**src/rtl/and_tree_pkg.sv**
```systemverilog
// Shared constants and elaboration-time helpers for the pipelined AND tree.
package and_tree_pkg;

    localparam int unsigned HIT_CNT_W = 16;

    localparam string REAL_BEHAV = "behav";
    localparam string REAL_KMOP  = "kmop";

    // Number of 3:1 tree levels needed to reduce n bits to one, at least 1.
    function automatic int unsigned clog3(input int unsigned n);
        int unsigned s;
        int unsigned p;
        s = 1;
        p = 3;
        while (p < n) begin
            p = p * 3;
            s = s + 1;
        end
        return s;
    endfunction

    // Registered bits held by level k: ceil(w / 3^(k+1)).
    function automatic int unsigned level_width(input int unsigned w, input int unsigned k);
        int unsigned p;
        p = 3;
        for (int unsigned i = 0; i < k; i++) begin
            p = p * 3;
        end
        return (w + p - 1) / p;
    endfunction

    // Bit offset of level k inside the flattened level register vector.
    function automatic int unsigned level_offset(input int unsigned w, input int unsigned k);
        int unsigned off;
        off = 0;
        for (int unsigned j = 0; j < k; j++) begin
            off = off + level_width(w, j);
        end
        return off;
    endfunction

endpackage

```
**src/rtl/and_tree_pipe_if.sv**
```systemverilog
// Valid/ready input and output channels of the pipelined AND tree.
interface and_tree_pipe_if #(
    parameter int unsigned WIDTH = 9
);
    logic             in_valid;
    logic             in_ready;
    logic [WIDTH-1:0] in_data;
    logic             out_valid;
    logic             out_ready;
    logic             out_y;

    modport master (
        output in_valid, in_data, out_ready,
        input  in_ready, out_valid, out_y
    );

    modport slave (
        input  in_valid, in_data, out_ready,
        output in_ready, out_valid, out_y
    );
endinterface

```
**src/rtl/and_tree_pipe_and3_cell.sv**
```systemverilog
// 3-input AND leaf: behavioural reduction or a switch-level CMOS NAND3 plus inverter.
module and3_cell
    import and_tree_pkg::*;
#(
    parameter string REALIZATION = REAL_BEHAV
) (
    input  logic [2:0] a,
    output logic       y
);

    if (REALIZATION == REAL_BEHAV) begin : g_behav
        assign y = &a;
    end else if (REALIZATION == REAL_KMOP) begin : g_kmop
        supply0 gnd;
        supply1 vdd;
        wire    nand_n;
        wire    n1;
        wire    n2;
        wire    y_sw;

        // Parallel pull-ups, series pull-down chain from gnd up to the NAND node.
        pmos p0 (nand_n, vdd, a[0]);
        pmos p1 (nand_n, vdd, a[1]);
        pmos p2 (nand_n, vdd, a[2]);
        nmos m2 (n2, gnd, a[2]);
        nmos m1 (n1, n2, a[1]);
        nmos m0 (nand_n, n1, a[0]);

        pmos p3 (y_sw, vdd, nand_n);
        nmos m3 (y_sw, gnd, nand_n);

        assign y = y_sw;
    end else begin : g_bad_realization
        $error("and3_cell: REALIZATION must be \"behav\" or \"kmop\"");
    end

endmodule

```
**src/rtl/and_tree_pipe.sv**
```systemverilog
// Pipelined N-input AND reduction built from registered levels of 3-input leaves.
// Optional saturating hit counter on output handshakes when AND_TREE_CNT_EN is defined.
module and_tree_pipe
    import and_tree_pkg::*;
#(
    parameter int unsigned WIDTH       = 9,
    parameter string       REALIZATION = REAL_BEHAV
) (
    input  logic                 clk,
    input  logic                 rst_n,
`ifdef AND_TREE_CNT_EN
    output logic [HIT_CNT_W-1:0] hit_cnt,
`endif
    and_tree_pipe_if.slave       bus
);

    localparam int unsigned STAGES = clog3(WIDTH);
    localparam int unsigned TOTW   = level_offset(WIDTH, STAGES);
    // Data registers reset to 1; the top bit is the final level and drives out_y, which resets to 0.
    localparam logic [TOTW-1:0] LVL_RST = ~(TOTW'(1) << (TOTW - 1));

    if (WIDTH < 1 || WIDTH > 243) begin : g_bad_width
        $error("and_tree_pipe: WIDTH must be within 1..243");
    end

    logic [TOTW-1:0]   lvl_q;
    logic [TOTW-1:0]   lvl_d;
    logic [STAGES-1:0] vld_q;
    logic [STAGES-1:0] vld_d;
    logic              en_c;

    assign en_c          = !vld_q[STAGES-1] || bus.out_ready;
    assign bus.in_ready  = en_c;
    assign bus.out_valid = vld_q[STAGES-1];
    assign bus.out_y     = lvl_q[TOTW-1];

    // One generate block per level: pad the source level with ones and reduce it 3:1.
    for (genvar k = 0; k < STAGES; k++) begin : g_lvl
        localparam int unsigned LW  = level_width(WIDTH, k);
        localparam int unsigned OFF = level_offset(WIDTH, k);
        localparam int unsigned SW  = (k == 0) ? WIDTH : level_width(WIDTH, (k == 0) ? 0 : k - 1);
        localparam int unsigned PO  = (k == 0) ? 0 : level_offset(WIDTH, (k == 0) ? 0 : k - 1);

        logic [SW-1:0]   src;
        logic [3*LW-1:0] src_pad;

        if (k == 0) begin : g_first
            assign src = bus.in_data;
        end else begin : g_next
            assign src = lvl_q[PO +: SW];
        end

        always_comb begin
            src_pad         = '1;
            src_pad[SW-1:0] = src;
        end

        for (genvar i = 0; i < LW; i++) begin : g_cell
            and3_cell #(
                .REALIZATION (REALIZATION)
            ) u_cell (
                .a (src_pad[3*i +: 3]),
                .y (lvl_d[OFF + i])
            );
        end
    end

    always_comb begin
        vld_d    = vld_q << 1;
        vld_d[0] = bus.in_valid;
    end

    // All levels move together whenever the output slot is free or being drained.
    always_ff @(posedge clk or negedge rst_n) begin
        if (!rst_n) begin
            lvl_q <= LVL_RST;
            vld_q <= '0;
        end else if (en_c) begin
            lvl_q <= lvl_d;
            vld_q <= vld_d;
        end
    end

`ifdef AND_TREE_CNT_EN
    logic [HIT_CNT_W-1:0] hit_q;

    always_ff @(posedge clk or negedge rst_n) begin
        if (!rst_n) begin
            hit_q <= '0;
        end else if (vld_q[STAGES-1] && bus.out_ready && lvl_q[TOTW-1] && (hit_q != '1)) begin
            hit_q <= hit_q + HIT_CNT_W'(1);
        end
    end

    assign hit_cnt = hit_q;
`endif

endmodule

```
**src/flat_wrapper.sv**
```systemverilog
// flat-port wrapper written by rule: the top's interface ports become plain ports
module and_tree_pipe_flat import and_tree_pkg::*;
#(
    parameter int unsigned WIDTH       = 9,
    parameter string       REALIZATION = REAL_BEHAV
)
  (clk, rst_n, bus_in_valid, bus_in_data, bus_out_ready, bus_in_ready, bus_out_valid, bus_out_y);
  and_tree_pipe_if #(.WIDTH(WIDTH)) bus_i ();
  input  logic clk;
  input  logic rst_n;
  input wire logic [$bits(bus_i.in_valid)-1:0] bus_in_valid;
  input wire logic [$bits(bus_i.in_data)-1:0] bus_in_data;
  input wire logic [$bits(bus_i.out_ready)-1:0] bus_out_ready;
  output wire logic [$bits(bus_i.in_ready)-1:0] bus_in_ready;
  output wire logic [$bits(bus_i.out_valid)-1:0] bus_out_valid;
  output wire logic [$bits(bus_i.out_y)-1:0] bus_out_y;
  assign bus_i.in_valid = bus_in_valid;
  assign bus_i.in_data = bus_in_data;
  assign bus_i.out_ready = bus_out_ready;
  assign bus_in_ready = bus_i.in_ready;
  assign bus_out_valid = bus_i.out_valid;
  assign bus_out_y = bus_i.out_y;
  and_tree_pipe #(.WIDTH(WIDTH), .REALIZATION(REALIZATION)) u_core (.clk(clk), .rst_n(rst_n), .bus(bus_i));
endmodule
```
**config.mk**
```make
export PLATFORM = sky130hd
export DESIGN_NAME = and_tree_pipe_flat
export DESIGN_NICKNAME = d
export VERILOG_FILES = /design/src/rtl/and_tree_pkg.sv /design/src/rtl/and_tree_pipe_if.sv /design/src/rtl/and_tree_pipe_and3_cell.sv /design/src/rtl/and_tree_pipe.sv /design/src/flat_wrapper.sv
export SDC_FILE = /design/constraint.sdc
export NUM_CORES = 1
export LEC_CHECK = 0
export CELL_PAD_IN_SITES_DETAIL_PLACEMENT = 1
export CELL_PAD_IN_SITES_GLOBAL_PLACEMENT = 2
export CORE_UTILIZATION = 21
export CTS_CLUSTER_SIZE = 40
export DETAILED_ROUTE_END_ITERATION = 8
export PLACE_DENSITY_LB_ADDON = 0.25
export SLEW_MARGIN = 20
export SYNTH_ARGS = -nofsm -noshare
export SYNTH_HDL_FRONTEND = slang
export SYNTH_SLANG_ARGS = --single-unit
```
**constraint.sdc**
```tcl
create_clock -name clk -period 1.15 [get_ports clk]
set_input_delay 0.345 -clock clk [delete_from_list [all_inputs] [get_ports clk]]
set_output_delay 0.345 -clock clk [all_outputs]
set_load 0.01 [all_outputs]
```
# After elaboration in Yosys (flattened, before gate mapping)
# Cells that the tools add are included.
dict set report classes {
  n_div 0
  bitwise_logic 0
  shift 0
  n_eq_ne 0
  multipliers 0
  n_reduce_logical 6
  n_mux 0
  add_sub_neg 0
  n_lt_le_gt_ge 0
}
# operator n
set ops {}
lappend ops {{AND reduction 3 bit} 4}
lappend ops {{logical NOT 1 bit} 1}
lappend ops {{logical OR 1 bit} 1}
dict set report totals {
  romBits 0
  ram_bits 0
  reg_bits 6
  n_memories 0
  inputBits 13
  latchBits 0
  output_inout_bits 3
}

# Logic depth before layout (Yosys ltp)
# Gate-level depths: netlist of the first run.
dict set report logic_depth {
  ltp_word 2
  ltp_mapped 3
}

# Cells and area by module
# From an unflattened synthesis of the first run, not the netlist that was laid out.
dict set report unflattened {
  cells_unflattened 18
  area_unflattened_um2 286.5
}
# module seq_area_each_um2 instances area_per_inst_um2 cells_each
set modules_own_cells {}
lappend modules_own_cells {and_tree_pipe 153.9 1 261.5 14}
lappend modules_own_cells {and3_cell 0.0 4 6.3 1}

# Least setup slack after synthesis of the first run
# OpenSTA, ideal clock, no wires.
dict set report synth_timing {
  path_type {flip-flop to flip-flop}
  from {reg u_core.vld_q[1]}
  to {reg u_core.lvl_q[3]}
  slack_ps 101
  t_arrival_ps 924
  stages_incl_launch_ff 4
  period_less_slack_ps 1049
  n_path_buf 1
  setup_time_ps 125
  path_cell_list {dfrtp_1 -> nand2b_4 -> buf_6 -> mux2_4}
}
dict set report synth_between {
  elab_chain_cells 2
}
# element line
set synth_rtl {}
lappend synth_rtl {{from (decl)} and_tree_pipe.sv:28} ;# logic [STAGES-1:0] vld_q;
lappend synth_rtl {{from (signal assigned)} and_tree_pipe.sv:80} ;# vld_q <= vld_d;
lappend synth_rtl {{logical NOT 1 bit} and_tree_pipe.sv:32} ;# assign en_c = !vld_q[STAGES-1] || bus.out_ready;
lappend synth_rtl {{logical OR 1 bit} and_tree_pipe.sv:32}
lappend synth_rtl {{net bus_in_ready} flat_wrapper.sv:14} ;# output wire logic [$bits(bus_i.in_ready)-1:0] bus_in_ready;
lappend synth_rtl {{to (signal assigned)} and_tree_pipe.sv:79} ;# lvl_q <= lvl_d;
lappend synth_rtl {{to (decl)} and_tree_pipe.sv:26} ;# logic [TOTW-1:0] lvl_q;
# The timed path passes the listed nets, and every way through them passes these cells.
# A chain may end at the register's enable or synchronous reset.

# Worst setup path after layout of the first run
dict set report layout_timing {
  from {in bus_out_ready}
  to {out bus_in_ready}
}
dict set report layout_between {
  elab_chain_cells 1
}
# element line
set layout_rtl {}
lappend layout_rtl {{from (decl)} flat_wrapper.sv:13} ;# input wire logic [$bits(bus_i.out_ready)-1:0] bus_out_ready;
lappend layout_rtl {{logical OR 1 bit} and_tree_pipe.sv:32}
lappend layout_rtl {{to (decl)} flat_wrapper.sv:14}
# No other way between the ends.

==> impl_results.md, run 1 <==
* Via-per-instance ratio at 4.08
* Layout cell share with drive strength beyond 1 at 44.7%
* Pleak at 0.234 nW
* Ports at 16
* Remaining Overflow, GRT at 0
* DR vias at 212
* Least-Margin Pin Slew at 0.282 ns
* Post-Syn Nets at 31
* Post-synthesis sequential area ratio at 53.7%
* Post-layout min period at 1.18 ns
* Final WS setup at -0.0251 ns
* Antenna violations before repair at 0
* Clk pin slew, worst setup/hold paths at 0.05 ns
* Post-route cell area at 474 um2
* Crit path largest cell delay at 0.23 ns
* Root Driver: clkbuf_4
* Iteration-0 DRC Markers at 2
* Data required, critical path at 0.81 ns
* Max FO, Critical Path at 2
* Failing checks: negative setup slack
* Area of the multi-input gates at 121 um2
* TritonCTS clock tree: built
* Seq pwr share at 42.9%
* CP max-delay cell: dlygate4sd2_1
* CP endpoint: bus_in_ready
* Status: finished, violations left
* Avg Cell Area, Syn at 15.9 um2
* Maximum Capacitance Violations at 0
* Final clock skew at 0.00379 ns
* FP Rows at 12
* Die W at 38.9 um
* Diodes inserted at 0
* Yosys reg bits at 6
* Crit start category: primary input
* Switching share of power at 22.1%
* Worst setup path category: in2out
* DR WL/cell at 12.1 um
* Slew Viols, Final at 0
* Gate power share at 19.4%
* FF-to-FF End: u_core.lvl_q[3]$_DFFE_PN0P_
* Largest net degree at the start of global routing at 7
* Starting Density at 24.2%
* Pwr Density at 1200 nW/um2
* Worst Setup SP: bus_out_ready
* Antenna viol nets, final at 0
* Internal power at 0.443 mW
* Fill cell count at 129
* CTS Buf Count at 3
* Synth Warn # at 0
* Commonest non-fill, non-tap cell in the layout: clkdlybuf4s50_1
* Post-Syn Area at 287 um2
* First-pass iteration count of the detailed router at 2
* Die H at 38.9 um
* Max-slew headroom at 81.1%
* Worst skew pair latency at 0.24 ns
* RSZ-0062 raised after global routing: yes
* All-Layer GR Usage at 12.0%
* Reg2reg start: u_core.vld_q[1]$_DFFE_PN0P_
* Clk pwr share at 37.7%
* Max Freq at 851 MHz
* Port bufs at 15
* Area Growth Syn to Fin at 65.5%
* Vias in the first global route at 240
* Final worst path period share at 102%
* Setup TNS at -0.0251 ns
* FF+latch area at 154 um2
* Endpoints failing hold at 0
* Setup-failing EPs final at 1
* Total Die Area at 1520 um2
* Clock Sinks at 6
* Most frequent cells in the layout: clkdlybuf4s50_1 (11), mux2_4 (5), and3_1 (4)
* DP Wirelength at 517 um
* FF-to-FF setup slack at 0.08 ns
* Setup crit end kind: primary output
* Max Buffers Root-to-Sink at 2
* Routed WL at 628 um
* Worst Path Arrival at 0.83 ns
* Total power at 0.569 mW
* GP Congestion at 0.681
* Hold Path Class: in2async
* Crit path cell chain: dlygate4sd2_1, nand2b_4, buf_6
* Post-synthesis cell count at 18
* Core Area at 1190 um2
* H-tree levels at 1
* First-pass GRT wire length at 1080 um
* Drc violations at 0
* Peak supply drop at 385 uV
* R2R cell count at 3
* Nets at 52
* Psw at 0.126 mW
* Unique cell type count in the Yosys netlist at 7
* Placed Area at 458 um2
## power groups by stage
| stage | sequential (mW) | combinational, mW | clock, mW |
|---|---|---|---|
| 5_1_grt | 0.246 | 0.120 | 0.238 |
| 3_5_place_dp | 0.249 | 0.117 | 0 |
| 2_1_floorplan | 0.248 | 0.0522 | 0 |
| 3_3_place_gp | 0.247 | 0.115 | 0 |
| 4_1_cts | 0.245 | 0.113 | 0.228 |
| 6_report | 0.244 | 0.110 | 0.215 |
## timing repair
item,CTS,global route
hold buffers,0,0
endpoints found under the setup margin,9,2
gates resized for setup,14,0
setup buffers,0,0
## flip-flops by register name, summed over array words and instances, names as in the netlist
| name | cells |
|---|---|
| u_core.vld_q | 2 |
| u_core.lvl_q | 4 |
## cells by family after synthesis
| kind of cell | count (synthesis) | share of synthesized area (%) |
|---|---|---|
| flops | 6 | 53.7 |
| simple gates | 6 | 16.2 |
| mux | 5 | 26.2 |
| buf+inv | 1 | 3.93 |
## routing by layer
layer / track usage, % / routed length, um / vias to the layer above
met1: 12.7 / 245 / 99
li1: - / - / 102
met2: 17.9 / 328 / 11
met3: 3.47 / 54 / 0
met4: 12.9 / 0 / 0
met5: 0 / 0 / -
## worst min path at each step
stage,to,depth (start not counted),start
2_1_floorplan,u_core.lvl_q[3]$_DFFE_PN0P_,0,rst_n
4_1_cts,u_core.lvl_q[3]$_DFFE_PN0P_,1,rst_n
3_5_place_dp,u_core.vld_q[1]$_DFFE_PN0P_,1,u_core.vld_q[0]$_DFFE_PN0P_
3_3_place_gp,u_core.vld_q[1]$_DFFE_PN0P_,1,u_core.vld_q[0]$_DFFE_PN0P_
5_1_grt,u_core.vld_q[0]$_DFFE_PN0P_,1,rst_n
6_report,u_core.lvl_q[3]$_DFFE_PN0P_,1,rst_n
## stage by stage
stage,instances,setup slack (ns),hold slack (ns),utilization (%)
after global routing,52,-0.0706,0.350,40.0
after floorplan,18,0.101,0.0494,-
after global placement,48,-0.661,0.450,38.6
after CTS,52,-0.0431,0.338,40.0
final,52,-0.0251,0.342,40.0
after detailed placement,48,-0.652,0.456,38.6
## cells in the mapped netlist
| cell | instances | area (um2) |
|---|---|---|
| or2b_1 | 1 | 7.51 |
| dfstp_2 | 3 | 78.8 |
| buf_6 | 1 | 11.3 |
| nand2b_4 | 1 | 13.8 |
| mux2_4 | 5 | 75.1 |
| and3_1 | 4 | 25.0 |
| dfrtp_1 | 3 | 75.1 |
## worst max-delay path, delay by kind of cell
family	cells	cell delay, ns
AND/OR/NAND/NOR	1	0.14
buffers and inverters	2	0.35
## final cells by class
type	instances	share of cell area (%)
timing repair buffer	17	32.7
sequential	6	32.5
multi-input combinational	11	25.6
clock buffer	4	5.54
tap	14	3.69
(Power assumes the default switching activity.)
==> run 2, diff against run 1 <==
--- a/config.mk
+++ b/config.mk
@@ -5,13 +5,14 @@
 export SDC_FILE = /design/constraint.sdc
 export NUM_CORES = 1
 export LEC_CHECK = 0
+export ABC_CLOCK_PERIOD_IN_PS = 1150
 export CELL_PAD_IN_SITES_DETAIL_PLACEMENT = 1
 export CELL_PAD_IN_SITES_GLOBAL_PLACEMENT = 2
 export CORE_UTILIZATION = 21
+export CTS_CLUSTER_DIAMETER = 50
 export CTS_CLUSTER_SIZE = 40
 export DETAILED_ROUTE_END_ITERATION = 8
 export PLACE_DENSITY_LB_ADDON = 0.25
-export SLEW_MARGIN = 20
 export SYNTH_ARGS = -nofsm -noshare
 export SYNTH_HDL_FRONTEND = slang
 export SYNTH_SLANG_ARGS = --single-unit
==> results of run 2 <==
Final layout, timing and power as in run 1 (identical DEF).
